## src/rtl/mem_resp_pkg.sv

```systemverilog
// Shared types and constants for the memory responder: FSM encoding, MMIO slot, wait-state defaults.
// The MMIO LED register is enabled by defining MEM_RESP_MMIO_EN.
package mem_resp_pkg;

   typedef enum logic [1:0] {
      ST_IDLE   = 2'd0,
      ST_WAIT   = 2'd1,
      ST_ACCESS = 2'd2,
      ST_ACK    = 2'd3
   } state_e;

   localparam int         DEFAULT_WAIT_CYCLES = 1;
   localparam int         WAIT_CNT_W          = 4;
   localparam logic [7:0] MMIO_ADDR           = 8'hFF;

   // Value loaded into the wait counter on entry to WAIT; zero wait states never enter WAIT.
   function automatic logic [WAIT_CNT_W-1:0] wait_load(input int wait_cycles);
      if (wait_cycles > 0) begin
         return WAIT_CNT_W'(wait_cycles - 1);
      end
      return '0;
   endfunction

endpackage

```

## src/rtl/mem_resp_array.sv

```systemverilog
// Synchronous-write / synchronous-read storage for the memory responder; contents survive reset.
// Read data is registered and only updates when rd_en is high.
module mem_resp_array
   import mem_resp_pkg::*;
#(
   parameter int ADDR_W = 8,
   parameter int DATA_W = 8
) (
   input  logic              clock,
   input  logic              wr_en,
   input  logic [ADDR_W-1:0] wr_addr,
   input  logic [DATA_W-1:0] wr_data,
   input  logic              rd_en,
   input  logic [ADDR_W-1:0] rd_addr,
   output logic [DATA_W-1:0] rd_data
);

   logic [DATA_W-1:0] store [2**ADDR_W];
   logic [DATA_W-1:0] rd_data_q;

   always_ff @(posedge clock) begin
      if (wr_en) begin
         store[wr_addr] <= wr_data;
      end
      if (rd_en) begin
         rd_data_q <= store[rd_addr];
      end
   end

   assign rd_data = rd_data_q;

endmodule

```

## src/rtl/mem_responder.sv

```systemverilog
// Single-outstanding req/ack memory responder with programmable wait states in front of a 2**ADDR_W store.
// Define MEM_RESP_MMIO_EN to map the all-ones address onto the led_out register instead of the store.
module mem_responder
   import mem_resp_pkg::*;
#(
   parameter int ADDR_W      = 8,
   parameter int DATA_W      = 8,
   parameter int WAIT_CYCLES = DEFAULT_WAIT_CYCLES
) (
   input  logic              clock,
   input  logic              reset,
   input  logic              req,
   input  logic              we,
   input  logic [ADDR_W-1:0] addr,
   input  logic [DATA_W-1:0] wdata,
   output logic              ack,
   output logic [DATA_W-1:0] rdata,
   output logic              busy,
   output logic [DATA_W-1:0] led_out
);

   localparam logic [WAIT_CNT_W-1:0] WAIT_LOAD = wait_load(WAIT_CYCLES);

   state_e                  state_q, state_d;
   logic [WAIT_CNT_W-1:0]   wait_cnt_q, wait_cnt_d;
   logic                    we_q, we_d;
   logic [ADDR_W-1:0]       addr_q, addr_d;
   logic [DATA_W-1:0]       wdata_q, wdata_d;
   logic [DATA_W-1:0]       rdata_q, rdata_d;

   logic                    mmio_hit;
   logic [DATA_W-1:0]       mmio_rdata;
   logic                    arr_wr_en;
   logic                    arr_rd_en;
   logic [DATA_W-1:0]       arr_rd_data;

   always_ff @(posedge clock) begin
      if (reset) begin
         state_q    <= ST_IDLE;
         wait_cnt_q <= '0;
         rdata_q    <= '0;
      end else begin
         state_q    <= state_d;
         wait_cnt_q <= wait_cnt_d;
         rdata_q    <= rdata_d;
      end
      we_q    <= we_d;
      addr_q  <= addr_d;
      wdata_q <= wdata_d;
   end

   always_comb begin
      state_d    = state_q;
      wait_cnt_d = wait_cnt_q;
      we_d       = we_q;
      addr_d     = addr_q;
      wdata_d    = wdata_q;
      case (state_q)
         ST_IDLE: begin
            if (req) begin
               we_d    = we;
               addr_d  = addr;
               wdata_d = wdata;
               if (WAIT_CYCLES > 0) begin
                  state_d    = ST_WAIT;
                  wait_cnt_d = WAIT_LOAD;
               end else begin
                  state_d = ST_ACCESS;
               end
            end
         end
         ST_WAIT: begin
            if (wait_cnt_q == '0) begin
               state_d = ST_ACCESS;
            end else begin
               wait_cnt_d = wait_cnt_q - 1'b1;
            end
         end
         ST_ACCESS: state_d = ST_ACK;
         ST_ACK:    state_d = ST_IDLE;
         default:   state_d = ST_IDLE;
      endcase
   end

   always_comb begin
      ack  = 1'b0;
      busy = 1'b1;
      case (state_q)
         ST_IDLE: busy = 1'b0;
         ST_ACK:  ack  = 1'b1;
         default: ;
      endcase
   end

   // The store is read at request acceptance, so its registered output is ready by ACCESS.
   assign arr_rd_en = (state_q == ST_IDLE) && req && !we;
   assign arr_wr_en = (state_q == ST_ACCESS) && we_q && !mmio_hit;

   always_comb begin
      rdata_d = rdata_q;
      if (state_q == ST_ACCESS && !we_q) begin
         rdata_d = mmio_hit ? mmio_rdata : arr_rd_data;
      end
   end

   assign rdata = rdata_q;

`ifdef MEM_RESP_MMIO_EN
   localparam logic [ADDR_W-1:0] MMIO_SLOT = '1;

   logic [DATA_W-1:0] led_q, led_d;

   assign mmio_hit = (addr_q == MMIO_SLOT);

   always_comb begin
      led_d = led_q;
      if (state_q == ST_ACCESS && we_q && mmio_hit) begin
         led_d = wdata_q;
      end
   end

   always_ff @(posedge clock) begin
      if (reset) begin
         led_q <= '0;
      end else begin
         led_q <= led_d;
      end
   end

   assign mmio_rdata = led_q;
   assign led_out    = led_q;
`else
   assign mmio_hit   = 1'b0;
   assign mmio_rdata = '0;
   assign led_out    = '0;
`endif

   mem_resp_array #(
      .ADDR_W (ADDR_W),
      .DATA_W (DATA_W)
   ) u_array (
      .clock   (clock),
      .wr_en   (arr_wr_en),
      .wr_addr (addr_q),
      .wr_data (wdata_q),
      .rd_en   (arr_rd_en),
      .rd_addr (addr),
      .rd_data (arr_rd_data)
   );

endmodule
```

## config.mk

```make
export PLATFORM = sky130hd
export DESIGN_NAME = mem_responder
export DESIGN_NICKNAME = d
export VERILOG_FILES = /design/src/rtl/mem_resp_pkg.sv /design/src/rtl/mem_resp_array.sv /design/src/rtl/mem_responder.sv
export SDC_FILE = /design/constraint.sdc
export NUM_CORES = 2
export LEC_CHECK = 0
export BUFFER_PORTS_ARGS = -buffer_cell sky130_fd_sc_hd__buf_2
export CORE_MARGIN = 2
export CORE_UTILIZATION = 43
export DETAILED_ROUTE_END_ITERATION = 16
export HOLD_SLACK_MARGIN = 0.06
export PLACE_DENSITY = 0.61
export SKIP_CTS_REPAIR_TIMING = 1
export SLEW_MARGIN = 15
export SYNTH_ARGS = -nofsm -noshare
export SYNTH_HDL_FRONTEND = slang
export SYNTH_SLANG_ARGS = --single-unit
```

## constraint.sdc

```tcl
create_clock -name clock -period 5.75 [get_ports clock]
set_clock_uncertainty 0.2 [all_clocks]
set_input_delay 1.15 -clock clock [delete_from_list [all_inputs] [get_ports clock]]
set_output_delay 1.15 -clock clock [all_outputs]
set_load 0.02 [all_outputs]
```

### Word-level counts from Yosys, hierarchy flattened

Memories as Yosys holds them, arrays and structs flattened. A register that Yosys moved wholly into a read port is not among the register bits.
Cells that the tools add are included.

| cells by class | value |
|---|---|
| add/sub/neg operators | 1 |
| eq/ne operators | 6 |
| mux-type cells | 10 |
| reductions and logical operators | 12 |

Operators by type and width:

| cell | number |
|---|---|
| 4-bit 2-to-1 mux | 2 |
| 2-bit one-hot mux with 4 select lines | 1 |
| 4-bit one-hot mux with 2 select lines | 1 |
| 2-bit inequality test (second input constant) | 3 |
| 2-bit == test (second input constant) | 2 |
| 1-bit logical AND | 4 |
| 4-bit zero test | 1 |
| 1-bit 2-to-1 mux | 4 |
| 2-bit 2-to-1 mux | 2 |
| 2-bit AND reduction | 2 |
| 4-bit by 1-bit subtractor with 4-bit output (second input constant) | 1 |
| 3-bit AND reduction | 1 |
| 2-bit by 1-bit == test with 1-bit output (second input constant) | 1 |
| 1-bit zero test | 2 |
| 2-bit zero test | 1 |
| 2-bit nonzero test | 1 |

| storage, ports and cells | value |
|---|---|
| flip-flop bits (word level) | 31 |
| bits in writable memories | 2048 |
| output and inout port bits | 18 |
| logic and storage cells | 36 |
| memories kept | 1 |

Memories:

| memory | depth | bits a word | read ports | clocked after Yosys merged registers in | wr ports | line | source |
|---|---|---|---|---|---|---|---|
| u_array.store | 256 | 8 | 1 | 1 | 1 | mem_resp_array.sv:18 | `logic [DATA_W-1:0] store [2**ADDR_W];` |

### Longest topological paths before layout

| logic depth | value |
|---|---|
| depth in word-level cells | 4 |
| gate-level depth with buffers | 13 |
| gate-level depth less buffers | 8 |

### Hierarchy

From an unflattened synthesis, not the netlist that was laid out.

| second synthesis, totals | value |
|---|---|
| cells, all modules | 3839 |
| area, all modules | 80966.4 um2 |

By module, submodules not included:

| module | times used | cells an instance | area each (um2) | seq. area each (um2) |
|---|---|---|---|---|
| mem_resp_array | 1 | 3733 | 79636.4 | 61739.2 |
| mem_responder | 1 | 106 | 1330.0 | 790.8 |

### Worst setup path after synthesis

OpenSTA, ideal clock, no wires.

| path | value |
|---|---|
| path kind | reg2reg |
| start point | reg wdata_q[0] |
| end point | mem u_array.store[0][0], data pin |
| setup time | 0.817 ns |
| arrival time | 3.228 ns |
| data required time | 4.733 ns |
| path slack | 1.504 ns |
| stages on the path, launching flop included | 1 |
| period minus slack after synthesis | 4.246 ns |
| cells stage by stage | edfxtp_1 |

RTL lines:

| item | line | source |
|---|---|---|
| start, declared | mem_responder.sv:28 | `logic [DATA_W-1:0] wdata_q, wdata_d;` |
| start signal, assigned | mem_responder.sv:49 | `wdata_q <= wdata_d;` |
| end, declared | mem_resp_array.sv:18 |  |

No word-level cell before the write port.

==> flow_summary.yaml <==
hold_path:
  hp-class: "primary input to register"
power_and_ir_drop:
  clock_power_share_pct: 38.4
  p_leak_nw: 27.8
  power_frac_seq_pct: 53.8
  power_mw: 33.1
  ir_drop_mv: 0.330
  netSwitchingFraction_pct: 23.4
  powerDensity_nw_per_um2: 366
  pwr-share-comb_pct: 7.8
  intPower_mw: 25.3
  power_switching_mw: 7.74
drt:
  totalWireLength_um: 200000
  vias_per_cell: 5.92
  vias: 39500
  postRouteAntennaNets: 0
  drt_pre_antenna_iters: 5
  wl_per_cell_um: 30.0
  first_iter_violations: 4795
  post-route-drc-count: 0
setup_path:
  cpMostUsedCell: "nor3_1"
  timing.rr.end: "u_array.store[51][7]$_DFFE_PP_"
  worstSetupEndpoint: "u_array.rd_data[0]$_DFFE_PP_"
  worstPathRequired_ps: 6090
  critPathBufInv: 3
  arrival_ps: 4630
  cp-startpoint: "addr[0]"
  crit_type: "primary input to register"
  cpPeakStageDelay_ps: 920
  cp_num_cells: 9
  crit_family: "simple AND/OR/NAND/NOR gates"
  rrSetupSlack_ps: 1490
  cp-start-kind: "primary input"
  path_cells: "buf_8, buf_12, buf_4, mux4_2, a22o_1, nor4_1, o22ai_1, nor3_1, nor3_1"
  critPathMaxFanout: 44
  r2r.worst_path.cells: 6
  crit_path_end_kind: "register"
  crit_slowest_cell: "nor3_1"
  r2r-start: "state_q[0]$_SDFFE_PP0P_"
yosys:
  synthTopCellsByCount: "2073 x edfxtp_1, 440 x mux4_2, 312 x nor2_1, 160 x mux2i_1, 104 x clkbuf_1"
  synthDistinctLibCells: 63
  yosysWarnings: 0
  synth_edf_count: 2073
  yosys.cell_count.top_type: "edfxtp_1"
  syn_avg_cell_area_um2: 20.9
  synth_area_um2: 81000
  synth_top_flop_cell: "edfxtp_1"
  ys_seq_elements: 2087
  synthArstFlopShare_pct: 0
  synth_top_area_share_pct: 76.8
  yosysSeqAreaShare_pct: 77.2
  synthTopCellsByArea: "edfxtp_1 77%, mux4_2 12%, mux2i_1 2.0%"
  syn_inst: 3878
  post-synth-top-area-cell: "edfxtp_1"
floorplanning:
  die_area_um2: 192000
  die_h_um: 438
  fp.dieW_um: 438
  initial_utilization_pct: 43.2
  core_um2: 187000
  io_pins: 38
  placement_rows: 159
sta:
  whs_ps: 293
  setup_viol: 0
  fmaxAchievable_ghz: 0.233
  fin_ws_ps: 1460
  max_slew.worst_pin.slew_ps: 1240
  drv_slew: 0
  fin_setup_tns_ps: 0
  min_period_ps: 4290
  fin_crit_sh_pct: 74.6
  slew_headroom_pct: 17.7
  hold_viol_final: 0
  rsz0062_at_grt: "no"
final_layout:
  area_growth_pct: 11.6
  nNetsFinal: 4026
  drive_gt1_share_pct: 21.3
  final_util_pct: 48.2
clock_network:
  cts_num_sinks: 2087
  clock_path_buffers: 3
  cts-buffers-inserted: 206
  cts_root_buf: "clkbuf_16"
  clock_latency_ps: 830
  htreeDepth: 4
  cts_tree: "built"
  clk_pin_slew_ps: 60
run_status:
  outcome: "completed"
placement:
  preCtsSetupSlack_ps: 668
  dp_hpwl_um: 121000
  port_buffers: 29
  gp_congestion: 0.850
global_routing:
  grt_max_degree: 217
  grt_pass1_vias: 39500
  grt_pass1_wl_um: 287000
  grt-ovfl-total: 0
  groute.usage.overall_pct: 20.7
  antenna_found_initial: 6
run:
  drv_cap: 0
==> per-layer routing <==
layer  vias to the layer above  part of all wire (%)  GRT usage (%)
met5                         -                     0              0
met4                         0                   2.6           5.83
met3                       281                   7.0           3.54
met2                      1547                    49           33.5
met1                     21200                    42           29.1
li1                      16400                     -              -
==> power by group through the flow <==
| stage | sequential, mW | clock (mW) | combinational (mW) |
|---|---|---|---|
| 2_1_floorplan | 18.7 | 0 | 1.02 |
| 3_3_place_gp | 18.1 | 0 | 2.54 |
| 3_5_place_dp | 18.1 | 0 | 2.61 |
| 4_1_cts | 17.8 | 12.9 | 2.61 |
| 5_1_grt | 17.8 | 13.5 | 2.76 |
| 6_report | 17.8 | 12.7 | 2.59 |
==> sequential cells by signal (all words and copies together), names as in the netlist <==
| name | count |
|---|---|
| addr_q | 8 |
| rdata | 8 |
| state_q | 2 |
| u_array.rd_data | 8 |
| u_array.store | 2048 |
| wait_cnt_q | 4 |
| wdata_q | 8 |
| we_q | 1 |
==> cell type report <==
class / instances / area, µm²
Timing Repair Buffer: 156 / 1510
Clock inverter: 119 / 852
Clock buffer: 258 / 5440
Multi-Input combinational cell: 1538 / 16900
Fill cell: 15200 / 97000
Sequential cell: 2087 / 62500
Tap cell: 2495 / 3120
Antenna cell: 3 / 7.51
Inverter: 11 / 41.3
==> worst reg2reg max path, delay by kind of cell, from the launching register on <==
| kind | cells | cell delay [ps] |
|---|---|---|
| AND/OR/NAND/NOR | 3 | 2450 |
| adder cells (fa/ha/maj) | 1 | 190 |
| buffers and inverters | 2 | 690 |
| flip-flops | 1 | 340 |
==> worst min path at each step <==
stage                                       startpoint                          to  slack [ps]  depth (start not counted)
final                                         wdata[5]        wdata_q[5]$_DFFE_PP_         290                          1
after global routing                          wdata[3]        wdata_q[3]$_DFFE_PP_         240                          1
after CTS                                     wdata[5]        wdata_q[5]$_DFFE_PP_         230                          1
after detailed placement  u_array.rd_data[6]$_DFFE_PP_       rdata[6]$_SDFFE_PP0P_         320                          2
after global placement      wait_cnt_q[3]$_SDFFE_PP0P_  wait_cnt_q[3]$_SDFFE_PP0P_         300                          2
after floorplan           u_array.rd_data[0]$_DFFE_PP_       rdata[0]$_SDFFE_PP0P_         260                          2
==> through the flow <==
| step | area (µm²) | cells |
|---|---|---|
| finish | 90400 | 6667 |
| global route | 90400 | 6665 |
| CTS | 90400 | 6664 |
| detailed placement | 84100 | 6287 |
| global placement | 84100 | 6287 |
| floorplan | 81000 | 3885 |
==> cell usage in the layout, fill, tap and decap left out, types with 42 or more instances in the layout <==
master / synthesis / layout
nor2_1: 312 / 311
clkinv_1: 0 / 65
a22oi_1: 98 / 98
a21oi_1: 68 / 68
edfxtp_1: 2073 / 2073
mux2i_1: 160 / 160
clkbuf_1: 104 / 48
nand2_1: 44 / 42
a22o_1: 47 / 47
buf_4: 47 / 96
mux4_2: 440 / 440
clkbuf_16: 0 / 210
==> cells by family after synthesis <==
| logic type | synth area share, % |
|---|---|
| DFF | 77.2 |
| adders and majority gates | 0.0927 |
| and+or+nand+nor | 2.70 |
| AOI/OAI and AO/OA | 3.61 |
| muxes | 14.3 |
| other | 0.00463 |
| buffers and inverters | 2.03 |
| xor gates and xnor gates | 0.0324 |
Power figures use the tool's default switching activity.
